$ cat src/rtl/spi_tx_arbiter.sv
// spi_tx_arbiter: round-robin owner of one shared SPI master transmitter.
// Optional per-phase watchdog is enabled by defining SPI_ARB_TIMEOUT_EN.
module spi_tx_arbiter #(
   parameter int NUM_REQ = 4,
   parameter int DATA_W  = 12,
   parameter int TIMEOUT = 8191
) (
   input  logic                      i_clk,
   input  logic                      i_rst,
   input  logic [NUM_REQ-1:0]        i_req,
   input  logic [NUM_REQ*DATA_W-1:0] i_req_data,
   output logic [NUM_REQ-1:0]        o_grant,
   output logic [NUM_REQ-1:0]        o_ack,
   output logic [NUM_REQ-1:0]        o_err,
   output logic                      o_spi_newd,
   output logic [DATA_W-1:0]         o_spi_din,
   input  logic                      i_spi_cs
);

   localparam int PTR_W = (NUM_REQ > 1) ? $clog2(NUM_REQ) : 1;

   typedef enum logic [1:0] {
      S_IDLE   = 2'd0,
      S_LAUNCH = 2'd1,
      S_XFER   = 2'd2,
      S_DONE   = 2'd3
   } state_t;

   state_t              r_state, w_state_nxt;
   logic [NUM_REQ-1:0]  r_grant, w_grant_nxt;
   logic [NUM_REQ-1:0]  r_ack, w_ack_nxt;
   logic [NUM_REQ-1:0]  r_err, w_err_nxt;
   logic                r_newd, w_newd_nxt;
   logic [DATA_W-1:0]   r_din, w_din_nxt;
   logic [PTR_W-1:0]    r_ptr, w_ptr_nxt;
   logic [PTR_W-1:0]    r_owner, w_owner_nxt;
   logic [PTR_W-1:0]    w_ptr_adv, w_win, w_idx;
   logic                w_found, w_tmo;
   logic                r_cs_meta, r_cs_sync;
   logic [DATA_W-1:0]   w_data [NUM_REQ];
   int                  w_sum;

   if (NUM_REQ < 2 || NUM_REQ > 8 || TIMEOUT < 1) begin : g_param_check
      $error("spi_tx_arbiter: NUM_REQ must be 2..8 and TIMEOUT positive");
   end

   for (genvar g = 0; g < NUM_REQ; g++) begin : g_unpack
      assign w_data[g] = i_req_data[g*DATA_W +: DATA_W];
   end

   assign w_ptr_adv = (r_owner == PTR_W'(NUM_REQ - 1)) ? {PTR_W{1'b0}} : r_owner + PTR_W'(1);

   // Round-robin search: first requester at or after r_ptr, wrapping
   always_comb begin
      w_found = 1'b0;
      w_win   = {PTR_W{1'b0}};
      w_sum   = 0;
      w_idx   = {PTR_W{1'b0}};
      for (int k = 0; k < NUM_REQ; k++) begin
         w_sum = int'(r_ptr) + k;
         if (w_sum >= NUM_REQ) begin
            w_sum = w_sum - NUM_REQ;
         end else begin
            w_sum = w_sum;
         end
         w_idx = PTR_W'(w_sum);
         if (!w_found && i_req[w_idx]) begin
            w_found = 1'b1;
            w_win   = w_idx;
         end else begin
            w_win   = w_win;
         end
      end
   end

`ifdef SPI_ARB_TIMEOUT_EN
   localparam int TMR_W = $clog2(TIMEOUT + 1);
   logic [TMR_W-1:0] r_timer, w_timer_nxt;
   logic             w_busy;

   // Watchdog restarts on every phase entry and runs while launching or transferring
   always_comb begin
      w_busy = (r_state == S_LAUNCH) || (r_state == S_XFER);
      w_tmo  = w_busy && (r_timer == TMR_W'(TIMEOUT));
      if (!w_busy || w_tmo || ((r_state == S_LAUNCH) && !r_cs_sync)) begin
         w_timer_nxt = {TMR_W{1'b0}};
      end else begin
         w_timer_nxt = r_timer + TMR_W'(1);
      end
   end

   // Watchdog counter register
   always_ff @(posedge i_clk) begin
      if (i_rst) begin
         r_timer <= {TMR_W{1'b0}};
      end else begin
         r_timer <= w_timer_nxt;
      end
   end
`else
   assign w_tmo = 1'b0;
`endif

   // Next-state and next-output logic
   always_comb begin
      w_state_nxt = r_state;
      w_grant_nxt = r_grant;
      w_ack_nxt   = {NUM_REQ{1'b0}};
      w_err_nxt   = {NUM_REQ{1'b0}};
      w_newd_nxt  = r_newd;
      w_din_nxt   = r_din;
      w_ptr_nxt   = r_ptr;
      w_owner_nxt = r_owner;
      if (w_tmo) begin
         w_state_nxt = S_IDLE;
         w_err_nxt   = r_grant;
         w_grant_nxt = {NUM_REQ{1'b0}};
         w_newd_nxt  = 1'b0;
         w_ptr_nxt   = w_ptr_adv;
      end else begin
         case (r_state)
            S_IDLE: begin
               if (w_found) begin
                  w_state_nxt = S_LAUNCH;
                  w_grant_nxt = {{(NUM_REQ-1){1'b0}}, 1'b1} << w_win;
                  w_din_nxt   = w_data[w_win];
                  w_owner_nxt = w_win;
               end else begin
                  w_grant_nxt = {NUM_REQ{1'b0}};
               end
            end
            // cs already low here (foreign frame) counts as acceptance too
            S_LAUNCH: begin
               if (!r_cs_sync) begin
                  w_newd_nxt  = 1'b0;
                  w_state_nxt = S_XFER;
               end else begin
                  w_newd_nxt  = 1'b1;
               end
            end
            S_XFER: begin
               if (r_cs_sync) begin
                  w_state_nxt = S_DONE;
                  w_ack_nxt   = r_grant;
                  w_grant_nxt = {NUM_REQ{1'b0}};
                  w_ptr_nxt   = w_ptr_adv;
               end else begin
                  w_state_nxt = S_XFER;
               end
            end
            S_DONE: begin
               w_state_nxt = S_IDLE;
            end
            default: begin
               w_state_nxt = S_IDLE;
               w_grant_nxt = {NUM_REQ{1'b0}};
               w_newd_nxt  = 1'b0;
            end
         endcase
      end
   end

   // Two-flop synchroniser for the master's chip select (idles high)
   always_ff @(posedge i_clk) begin
      if (i_rst) begin
         r_cs_meta <= 1'b1;
         r_cs_sync <= 1'b1;
      end else begin
         r_cs_meta <= i_spi_cs;
         r_cs_sync <= r_cs_meta;
      end
   end

   // State and registered outputs
   always_ff @(posedge i_clk) begin
      if (i_rst) begin
         r_state <= S_IDLE;
         r_grant <= {NUM_REQ{1'b0}};
         r_ack   <= {NUM_REQ{1'b0}};
         r_err   <= {NUM_REQ{1'b0}};
         r_newd  <= 1'b0;
         r_din   <= {DATA_W{1'b0}};
         r_ptr   <= {PTR_W{1'b0}};
         r_owner <= {PTR_W{1'b0}};
      end else begin
         r_state <= w_state_nxt;
         r_grant <= w_grant_nxt;
         r_ack   <= w_ack_nxt;
         r_err   <= w_err_nxt;
         r_newd  <= w_newd_nxt;
         r_din   <= w_din_nxt;
         r_ptr   <= w_ptr_nxt;
         r_owner <= w_owner_nxt;
      end
   end

   assign o_grant    = r_grant;
   assign o_ack      = r_ack;
   assign o_err      = r_err;
   assign o_spi_newd = r_newd;
   assign o_spi_din  = r_din;

endmodule

$ cat config.mk
export PLATFORM = sky130hd
export DESIGN_NAME = spi_tx_arbiter
export DESIGN_NICKNAME = d
export VERILOG_FILES = /design/src/rtl/spi_tx_arbiter.sv
export SDC_FILE = /design/constraint.sdc
export NUM_CORES = 1
export LEC_CHECK = 0
export BUFFER_PORTS_ARGS = -buffer_cell sky130_fd_sc_hd__buf_4
export CAP_MARGIN = 20
export CORE_MARGIN = 3
export CORE_UTILIZATION = 30
export DETAILED_ROUTE_END_ITERATION = 12
export GPL_ROUTABILITY_DRIVEN = 0
export PLACE_DENSITY = 0.57
export SYNTH_ARGS = -nofsm -noshare
export SYNTH_HDL_FRONTEND = slang
export SYNTH_SLANG_ARGS = --single-unit
$ cat constraint.sdc
create_clock -name i_clk -period 3.75 [get_ports i_clk]
set_clock_uncertainty 0.05 [all_clocks]
set_input_delay 0.75 -clock i_clk [delete_from_list [all_inputs] [get_ports i_clk]]
set_output_delay 0.75 -clock i_clk [all_outputs]
set_load 0.02 [all_outputs]
==> results.py <==
metrics = {
    "run_status": {
        "status": "complete, no violations",
    },
    "setup_path": {
        "r2r_slack_ps": 1620,
        "path_max_fanout": 13,
        "crit-reg2reg-capture": "r_owner[1]",
        "startpoint": "r_state[0]",
        "r2r.worst_path.cells": 5,
        "crit_type": "register to register",
        "crit_path_start_kind": "register",
        "crit_arrival_ps": 2290,
        "end_kind": "register",
        "cp.required_ps": 3910,
        "endpoint": "r_owner[1]",
        "rr_startpoint": "r_state[0]",
    },
    "logic_synthesis": {
        "dominantRegCellSynth": "dfxtp_1",
        "synth-async-reset-ratio": 0,
        "ys_seq_elements": 29,
        "ys_seq_area_frac": 0.3969,
        "syn_area_um2": 1463,
        "synth_cell_types": 35,
        "synthCells": 168,
        "synth_warnings": 0,
        "syn_area_per_cell_um2": 8.706,
        "synth_edf_count": 0,
    },
    "final_layout": {
        "multi_input_area_um2": 774.5,
        "areaGrowthSynthToFinish_pct": 43.63,
        "fin_nets": 295,
        "nFillCells": 458,
        "regArea_um2": 580.6,
        "final_cell_area_um2": 2101,
        "antenna_cells": 0,
        "layout.cells.non_filler": 302,
        "drive_above_1_share": 0.3840,
    },
    "clocking": {
        "cts_num_sinks": 29,
        "clkLatencyLatePin_ps": 280,
        "root_buffer": "clkbuf_8",
        "clkSlewWorstSetupHoldPaths_ps": 70,
        "cts.path.max_buffers": 2,
        "cts_tree": "built",
        "numCtsBuffers": 5,
        "htreeDepth": 2,
        "post_cts_buffers": 0,
        "cts_resized": 0,
        "ctsHoldBuffers": 0,
    },
    "floorplanning": {
        "fp.dieW_um": 75.83,
        "die_y_um": 75.83,
        "dieArea_um2": 5749,
        "core-area_um2": 4534,
        "ios": 80,
        "start_util": 0.3226,
        "rows": 24,
    },
    "min_path": {
        "whs_path_depth": 1,
        "min_path_type": "register to register",
    },
    "timing": {
        "slew_headroom": 0.3006,
        "setup_viol": 0,
        "timing.fmax_mhz": 470.5,
        "min_period_ps": 2126,
        "rsz0062_at_grt": "no",
        "worstMarginPinSlew_ps": 1047,
        "hold_viol": 0,
        "totalNegativeSetupSlack_ps": 0,
        "period_share": 0.5668,
        "final_max_slew_viol_count": 0,
    },
    "route": {
        "avgRoutedWirePerCell_um": 14.46,
        "post-route-drc-count": 0,
        "finalWirelength_um": 4366,
        "num_vias": 1504,
        "viasPerCell": 4.980,
        "ant_nets": 0,
        "drtIter0Drc": 84,
        "drt-pass1-iter-count": 4,
    },
    "global_routing": {
        "grtUsageTotal": 0.1561,
        "grt_pass1_wl_um": 6734,
        "grt_max_degree": 27,
        "grt-ovfl-total": 0,
        "antenna_found_initial": 0,
        "first_global_vias": 1399,
    },
    "job": {
        "cap_violations": 0,
    },
    "placement": {
        "placement.cell_area_um2": 2014,
        "place_inst": 294,
        "port_buffers": 75,
        "dp_hpwl_um": 3146,
    },
    "pwr": {
        "powerDensity_nw_per_um2": 671.3,
        "p_leak_nw": 0.9290,
        "irDropWorstVdd_mv": 0.2610,
    },
}
area by class of cell:
cell class              instances  area share
well taps                      65     0.03871
flip-flops and latches         29      0.2764
multi-input cells             121      0.3687
repair buffers                 75      0.2680
inverters                       4    0.007147
clock buffers                   5     0.03276
clock inverters                 3    0.008338
registers in the layout, summed over array words and instances, names as in the netlist:
signal	cells
r_cs_sync	1
r_state	2
o_grant	4
r_owner	2
r_cs_meta	1
o_ack	4
r_ptr	2
o_spi_din	12
o_spi_newd	1
cell usage after synthesis (4+ instances only):
master    instances  share of area
a21oi_1          25          0.086
dfxtp_1          29           0.40
a22oi_1           5          0.026
nor2_1           26          0.067
ha_1              4          0.034
buf_4             4          0.021
a222oi_1         12          0.082
a211oi_1         13          0.067
and2_1            4          0.017
inv_1             4          0.010
buf_2             8          0.027
metrics by stage:
step / setup slack, ps / power, W / utilization / hold slack (ps)
6_report: 1624 / 0.001410 / 0.4633 / 366.2
5_1_grt: 1458 / 0.001536 / 0.4633 / 383.8
4_1_cts: 1599 / 0.001428 / 0.4633 / 369.8
3_5_place_dp: 1316 / 0.001172 / 0.4443 / 354.4
3_3_place_gp: 1369 / 0.001170 / 0.4443 / 340.4
2_1_floorplan: 1768 / 0.0009480 / - / 339.5
how the worst min path moves through the flow:
stage | slack, ps | from | to
after floorplan | 340 | r_cs_meta | r_cs_sync
after global placement | 340 | r_cs_meta | r_cs_sync
after detailed placement | 350 | r_cs_meta | r_cs_sync
after CTS | 370 | r_cs_meta | r_cs_sync
after global routing | 380 | r_cs_meta | r_cs_sync
final | 370 | r_cs_meta | r_cs_sync
report_power, final:
group	switching, W	leakage (nW)	total, W	internal [W]
Combinational	0.000400	0.646	0.000694	0.000294
Clock	0.000126	0.0439	0.000253	0.000128
Sequential	0.0000590	0.239	0.000463	0.000404
Total	0.000584	0.929	0.00141	0.000826
logic make-up (layout without fill, tap and decap cells):
group	after synthesis	after routing	share of synthesized area
AOI/OAI and AO/OA	64	64	0.3140
adders and majority gates	4	4	0.03422
buffers and inverters	21	87	0.08126
DFF	29	29	0.3969
muxes	1	1	0.006844
other	1	4	0.002564
and+or+nand+nor	48	48	0.1642
worst max-delay path, cell delays in order, from the launching register on:
cell and delay [ps]:
dfxtp_1 340, inv_1 80, ha_1 230, nor2b_1 850, o221ai_1 310, a21oi_1 190
cells in the final DEF, fill, tap and decap left out, types with 2 or more instances in the layout:
cell / netlist / final
buf_4: 4 / 75
dfxtp_1: 29 / 29
nor2_1: 26 / 26
a21oi_1: 25 / 25
a211oi_1: 13 / 13
a222oi_1: 12 / 12
a22oi_1: 5 / 5
clkbuf_8: 0 / 5
inv_1: 4 / 4
and2_1: 4 / 4
ha_1: 4 / 4
conb_1: 1 / 4
nand2_1: 3 / 3
nand2b_1: 2 / 2
nand2b_2: 2 / 2
nor2b_1: 2 / 2
nor3_1: 2 / 2
or2_2: 2 / 2
clkinv_2: 0 / 2
metal layers:
metal  GRT usage  routed length, um
met4     0.04660                 56
met2      0.2681               1835
met3     0.05145                489
met5           0                  0
met1      0.1838               1984
No activity file was read; power rests on OpenSTA's default activity.
